===== src/rtl/memwb_writeback.sv =====
// memwb_writeback
//   MEM/WB writeback stage. ALU and link results retire on the edge after
//   they are presented. Loads park the stage in LWAIT until the data memory
//   acknowledges or the wait budget runs out. Upstream is held by o_stall
//   while a load is outstanding.
//
// Ports
//   i_clk, i_rstb          pipeline clock, synchronous active-low reset
//   i_in_valid             EX/MEM instruction valid
//   i_in_aluout            ALU result / load address
//   i_in_pc                instruction PC (link value is PC+4)
//   i_in_rd                destination register index
//   i_in_reg_write         instruction writes the regfile
//   i_in_dmem1aluout       1 = load, 0 = ALU/link result
//   i_in_link_pc           1 = write PC+4 (ignored for loads)
//   i_in_funct3            load size/sign code
//   i_dmem_rdata           data memory read word
//   i_dmem_ack             read data valid (looked at only in LWAIT)
//   o_stall                upstream must hold its inputs
//   o_reg_write            regfile write enable (pulse)
//   o_rd, o_indata         regfile write index / data
//   o_wb_valid             pulse per retired instruction
//   o_load_err             pulse per abandoned or illegal load
//
// state | meaning
// ------+-----------------------------------------------------------
// IDLE  | accepting instructions; ALU/link results retire directly
// LWAIT | load outstanding; waiting for ack, counting toward timeout

module memwb_writeback #(
    parameter int TIMEOUT = 15
) (
    input  logic        i_clk,
    input  logic        i_rstb,
    input  logic        i_in_valid,
    input  logic [31:0] i_in_aluout,
    input  logic [31:0] i_in_pc,
    input  logic [4:0]  i_in_rd,
    input  logic        i_in_reg_write,
    input  logic        i_in_dmem1aluout,
    input  logic        i_in_link_pc,
    input  logic [2:0]  i_in_funct3,
    input  logic [31:0] i_dmem_rdata,
    input  logic        i_dmem_ack,
    output logic        o_stall,
    output logic        o_reg_write,
    output logic [4:0]  o_rd,
    output logic [31:0] o_indata,
    output logic        o_wb_valid,
    output logic        o_load_err
);

    typedef enum logic {
        S_IDLE  = 1'b0,
        S_LWAIT = 1'b1
    } state_t;

    // Terminal count: the last LWAIT cycle that may still accept an ack.
    localparam logic [3:0] TC = 4'(TIMEOUT - 1);

    state_t      r_state;
    logic [3:0]  r_cnt;
    logic [4:0]  r_ld_rd;
    logic        r_ld_we;
    logic [2:0]  r_ld_f3;
    logic [1:0]  r_ld_off;
    logic        r_reg_write;
    logic [4:0]  r_rd;
    logic [31:0] r_indata;
    logic        r_wb_valid;
    logic        r_load_err;

    logic [7:0]  w_byte;
    logic [15:0] w_half;
    logic [31:0] w_load_data;
    logic        w_f3_legal;

    // Low address bits beyond the access size are simply ignored.
    always_comb begin
        w_byte = 8'h00;
        case (r_ld_off)
            2'd0: w_byte = i_dmem_rdata[7:0];
            2'd1: w_byte = i_dmem_rdata[15:8];
            2'd2: w_byte = i_dmem_rdata[23:16];
            2'd3: w_byte = i_dmem_rdata[31:24];
            default: w_byte = 8'h00;
        endcase
        w_half = r_ld_off[1] ? i_dmem_rdata[31:16] : i_dmem_rdata[15:0];

        w_f3_legal  = 1'b1;
        w_load_data = 32'h0;
        case (r_ld_f3)
            3'b000: w_load_data = {{24{w_byte[7]}}, w_byte};
            3'b001: w_load_data = {{16{w_half[15]}}, w_half};
            3'b010: w_load_data = i_dmem_rdata;
            3'b100: w_load_data = {24'h0, w_byte};
            3'b101: w_load_data = {16'h0, w_half};
            default: w_f3_legal = 1'b0;
        endcase
    end

    always_ff @(posedge i_clk) begin
        if (!i_rstb) begin
            r_state     <= S_IDLE;
            r_cnt       <= 4'd0;
            r_ld_rd     <= 5'd0;
            r_ld_we     <= 1'b0;
            r_ld_f3     <= 3'd0;
            r_ld_off    <= 2'd0;
            r_reg_write <= 1'b0;
            r_rd        <= 5'd0;
            r_indata    <= 32'h0;
            r_wb_valid  <= 1'b0;
            r_load_err  <= 1'b0;
        end else begin
            r_reg_write <= 1'b0;
            r_wb_valid  <= 1'b0;
            r_load_err  <= 1'b0;
            case (r_state)
                S_IDLE: begin
                    if (i_in_valid) begin
                        if (i_in_dmem1aluout) begin
                            r_ld_rd  <= i_in_rd;
                            r_ld_we  <= i_in_reg_write & (i_in_rd != 5'd0);
                            r_ld_f3  <= i_in_funct3;
                            r_ld_off <= i_in_aluout[1:0];
                            r_cnt    <= 4'd0;
                            r_state  <= S_LWAIT;
                        end else begin
                            r_reg_write <= i_in_reg_write & (i_in_rd != 5'd0);
                            r_rd        <= i_in_rd;
                            r_indata    <= i_in_link_pc ? (i_in_pc + 32'd4) : i_in_aluout;
                            r_wb_valid  <= 1'b1;
                        end
                    end
                end
                S_LWAIT: begin
                    // An ack on the terminal-count cycle wins over the timeout.
                    if (i_dmem_ack) begin
                        r_state <= S_IDLE;
                        if (w_f3_legal) begin
                            r_reg_write <= r_ld_we;
                            r_rd        <= r_ld_rd;
                            r_indata    <= w_load_data;
                            r_wb_valid  <= 1'b1;
                        end else begin
                            r_load_err  <= 1'b1;
                        end
                    end else if (r_cnt == TC) begin
                        r_state    <= S_IDLE;
                        r_load_err <= 1'b1;
                    end else begin
                        r_cnt <= r_cnt + 4'd1;
                    end
                end
                default: r_state <= S_IDLE;
            endcase
        end
    end

    assign o_stall     = (r_state == S_LWAIT);
    assign o_reg_write = r_reg_write;
    assign o_rd        = r_rd;
    assign o_indata    = r_indata;
    assign o_wb_valid  = r_wb_valid;
    assign o_load_err  = r_load_err;

endmodule


===== config.mk =====
export PLATFORM = sky130hd
export DESIGN_NAME = memwb_writeback
export DESIGN_NICKNAME = d
export VERILOG_FILES = /design/src/rtl/memwb_writeback.sv
export SDC_FILE = /design/constraint.sdc
export NUM_CORES = 1
export LEC_CHECK = 0
export CAP_MARGIN = 10
export CELL_PAD_IN_SITES_DETAIL_PLACEMENT = 0
export CELL_PAD_IN_SITES_GLOBAL_PLACEMENT = 1
export CORE_UTILIZATION = 31
export DETAILED_ROUTE_END_ITERATION = 7
export PLACE_DENSITY = 0.81
export SYNTH_ARGS = -nofsm -noshare
export SYNTH_HDL_FRONTEND = slang
export SYNTH_SLANG_ARGS = --single-unit

===== constraint.sdc =====
create_clock -name i_clk -period 2.24 [get_ports i_clk]
set_input_delay 0.224 -clock i_clk [delete_from_list [all_inputs] [get_ports i_clk]]
set_output_delay 0.224 -clock i_clk [all_outputs]
set_load 0.03 [all_outputs]

==> impl_metrics.py <==
metrics = {
    "run_status": {
        "status": "finished clean",
    },
    "worst_setup_path": {
        "crit_required_ns": 2.48,
        "path_cells": "clkdlybuf4s50_1, nand2_2, or4_4, or4_4, a311o_1, a21oi_1",
        "crit_path_top_delay_cell": "or4_4",
        "cp_max_fo": 7,
        "r2r_end": "o_indata[31]$_SDFFE_PN0P_",
        "cp_common_cell": "or4_4",
        "timing.rr.start": "r_ld_f3[1]$_SDFFE_PN0P_",
        "worstRegToRegCells": 6,
        "crit_start": "i_in_pc[4]",
        "end_kind": "flop",
        "r2r_slack_ns": 0.33,
        "worst_setup_path_start_kind": "input pin",
        "max_stage_delay_ns": 0.57,
        "path_delay_family": "simple AND/OR/NAND/NOR gates",
        "worstPathArrival_ns": 2.39,
        "critical_path_buf_inv_count": 1,
        "path_class": "in -> reg",
    },
    "finish": {
        "fillers": 1238,
        "final_area_um2": 5990,
        "drive_above_1_share_pct": 11.6,
        "layoutNonFillerInstCount": 855,
        "diodes": 0,
        "multi_input_comb_area_um2": 2510,
        "final_common_cell": "clkdlybuf4s50_1",
        "mostFrequentLayoutCells": "clkdlybuf4s50_1 (142), o21ai_0 (57), dfxtp_1 (56), buf_4 (56), nand2_1 (53)",
        "num-nets-final": 800,
        "syn2layout_area_growth_pct": 54.2,
        "final-seq-area_um2": 1120,
        "finish.utilization_pct": 49.5,
    },
    "min_path": {
        "holdPathEnd": "r_ld_rd[3]$_SDFFE_PN0P_",
        "hp-class": "reg -> reg",
        "whs_path_depth": 2,
        "hold_start": "r_ld_rd[3]$_SDFFE_PN0P_",
    },
    "clock_tree": {
        "root_buffer": "clkbuf_16",
        "cts_buffer_depth": 2,
        "cts_made_buffers": 5,
        "clock_sinks": 56,
        "clk_latency_ns": 0.30,
        "cts_tree": "done",
        "htree_levels": 2,
        "path_clk_slew_ns": 0.08,
    },
    "sta": {
        "skew_ns": 0.00857,
        "whs_ns": 0.478,
        "finalMaxSlewViolations": 0,
        "period_share_pct": 95.8,
        "relSlewSlack_pct": 60.2,
        "hold_violations": 0,
        "max_freq_ghz": 0.466,
        "grt_setup_unrepaired": "no",
        "setup_viol": 0,
        "fin_crit_ns": 2.15,
        "tightest_slew_ns": 0.596,
        "final.setup.tns_ns": 0,
        "layout_setup_ws_ns": 0.0935,
    },
    "synthesis": {
        "avgSynthCellArea_um2": 7.58,
        "syn-cell-area_um2": 3890,
        "ys_seq_area_share_pct": 28.8,
        "synth_edf_count": 0,
        "ys_seq_elements": 56,
        "synth_ff_type": "dfxtp_1",
        "synth_cell_types": 54,
        "synth_top_area_share_pct": 28.8,
        "async_flop_share_pct": 0,
        "ys_warn_count": 0,
        "yosys-top-cells-area": "dfxtp_1 (29%), o21ai_0 (7.3%), a21oi_1 (6.6%)",
        "yosys.area.top_type": "dfxtp_1",
        "syn_nets": 627,
        "synthCells": 513,
    },
    "floorplanning": {
        "dieWidth_um": 114,
        "dieArea_um2": 13000,
        "start_util_pct": 32.1,
        "die_h_um": 114,
        "design.core.area_um2": 12100,
        "fp-row-count": 40,
        "io_pins": 152,
    },
    "power_and_ir_drop": {
        "p_int_mw": 2.09,
        "sw_frac_of_total_pct": 31.8,
        "cellLeakagePower_nw": 2.26,
        "pwr-share-seq_pct": 36.7,
        "p_switching_uw": 976,
        "p_comb_share_pct": 33.2,
        "p_per_area_nw_per_um2": 512,
        "peakVddDrop_v": 0.000340,
        "clkPwrFrac_pct": 30.2,
        "power_mw": 3.07,
    },
    "place": {
        "hpwl_um": 12300,
        "placed_cells": 845,
        "pre_cts_slack_ns": -0.409,
        "dpl_cell_area_um2": 5790,
        "port_buffers": 151,
        "globalplace.congestion": 0.902,
    },
    "grt": {
        "grt_start_max_net_pins": 30,
        "antenna_found_initial": 0,
        "grt_pass1_wl_um": 24000,
        "overflow": 0,
        "grtUsageMet2_pct": 39.9,
        "met3_usage_pct": 3.29,
        "grtUsageTotal_pct": 23.8,
        "busiest_layer": "met2",
        "grt_pass1_vias": 4563,
        "grtUsageMet1_pct": 31.1,
    },
    "drt": {
        "postRouteAntennaNets": 0,
        "drtIter0Drc": 337,
        "drc": 0,
        "post_drt_via_cell_ratio": 5.56,
        "avgRoutedWirePerCell_um": 18.2,
        "drtPass1Iterations": 7,
        "num_vias": 4751,
        "drt-total-wl_um": 15600,
    },
    "run": {
        "drv_cap": 0,
    },
}
==> synthesized netlist by cell type (7+ instances only) <==
| library cell | number |
|---|---|
| a31oi_1 | 7 |
| and2_1 | 7 |
| nand3_1 | 23 |
| clkbuf_1 | 25 |
| a21oi_1 | 51 |
| a21boi_0 | 12 |
| nor3_1 | 13 |
| o31ai_1 | 7 |
| nor2_1 | 38 |
| or3_1 | 8 |
| mux2i_1 | 13 |
| inv_1 | 10 |
| or4_1 | 7 |
| xor2_1 | 7 |
| o22ai_1 | 9 |
| o21ai_0 | 57 |
| nand2_1 | 54 |
| a311o_1 | 7 |
| dfxtp_1 | 56 |
==> what timing repair did <==
action                                  in CTS  in global routing
pin swaps                                    4                  2
hold buffers                                 0                  0
buffers inserted                             2                  0
gates resized for setup                      5                  8
endpoints found under the setup margin       5                 10
==> state kept, by name (all words and copies together) (netlist names) <==
signal / count
o_wb_valid: 1
r_cnt: 4
r_ld_rd: 5
o_indata: 32
r_ld_we: 1
o_rd: 5
o_load_err: 1
o_reg_write: 1
o_stall: 1
r_ld_off: 2
r_ld_f3: 3
==> worst register-to-register path, cell delays in order (launching register included) <==
cell	delay (ns)
dfxtp_1	0.53
o21ai_0	0.25
a31o_2	0.38
o41ai_2	0.07
buf_4	0.28
a211oi_1	0.07
a311oi_1	0.25
==> power by group through the flow <==
stage | registers (mW) | logic (mW) | clock network, mW
2_1_floorplan | 1.26 | 0.357 | 0
3_3_place_gp | 1.14 | 1.00 | 0
3_5_place_dp | 1.15 | 1.01 | 0
4_1_cts | 1.12 | 1.01 | 0.937
5_1_grt | 1.13 | 1.09 | 0.977
6_report | 1.12 | 1.02 | 0.925
==> cell families after synthesis <==
family | Yosys count | synth area share (%)
buffers and inverters | 51 | 6.79
flip-flops | 56 | 28.8
XOR/XNOR | 13 | 2.93
adder cells (fa/ha/maj) | 3 | 0.966
AND/OR/NAND/NOR | 174 | 22.4
AO/OA/AOI/OAI | 197 | 32.7
multiplexers | 19 | 5.38
==> how the worst max path moves through the flow <==
stage | endpoint | slack [ns] | cells after the start
finish | o_indata[26]$_SDFFE_PN0P_ | 0.09 | 6
global route | o_indata[26]$_SDFFE_PN0P_ | 0.04 | 6
CTS | o_indata[21]$_SDFFE_PN0P_ | -0.002 | 6
detailed placement | o_indata[20]$_SDFFE_PN0P_ | -0.41 | 7
global placement | o_indata[26]$_SDFFE_PN0P_ | -0.34 | 7
floorplan | o_indata[16]$_SDFFE_PN0P_ | 0.17 | 7
==> final cells by class <==
class                      count  area share (%)
clock buffer                   6            2.15
clock inverter                 2           0.647
inverter                      10           0.626
multi-input combinational    406            41.9
sequential                    56            18.7
tap                          168            3.51
timing repair buffer         207            32.4
==> layer usage <==
layer	up-vias	part of all wire, %
met5	-	0
met4	0	3.0
met3	31	6.0
met2	197	46
met1	2260	45
li1	2263	-
(Power assumes the default switching activity.)
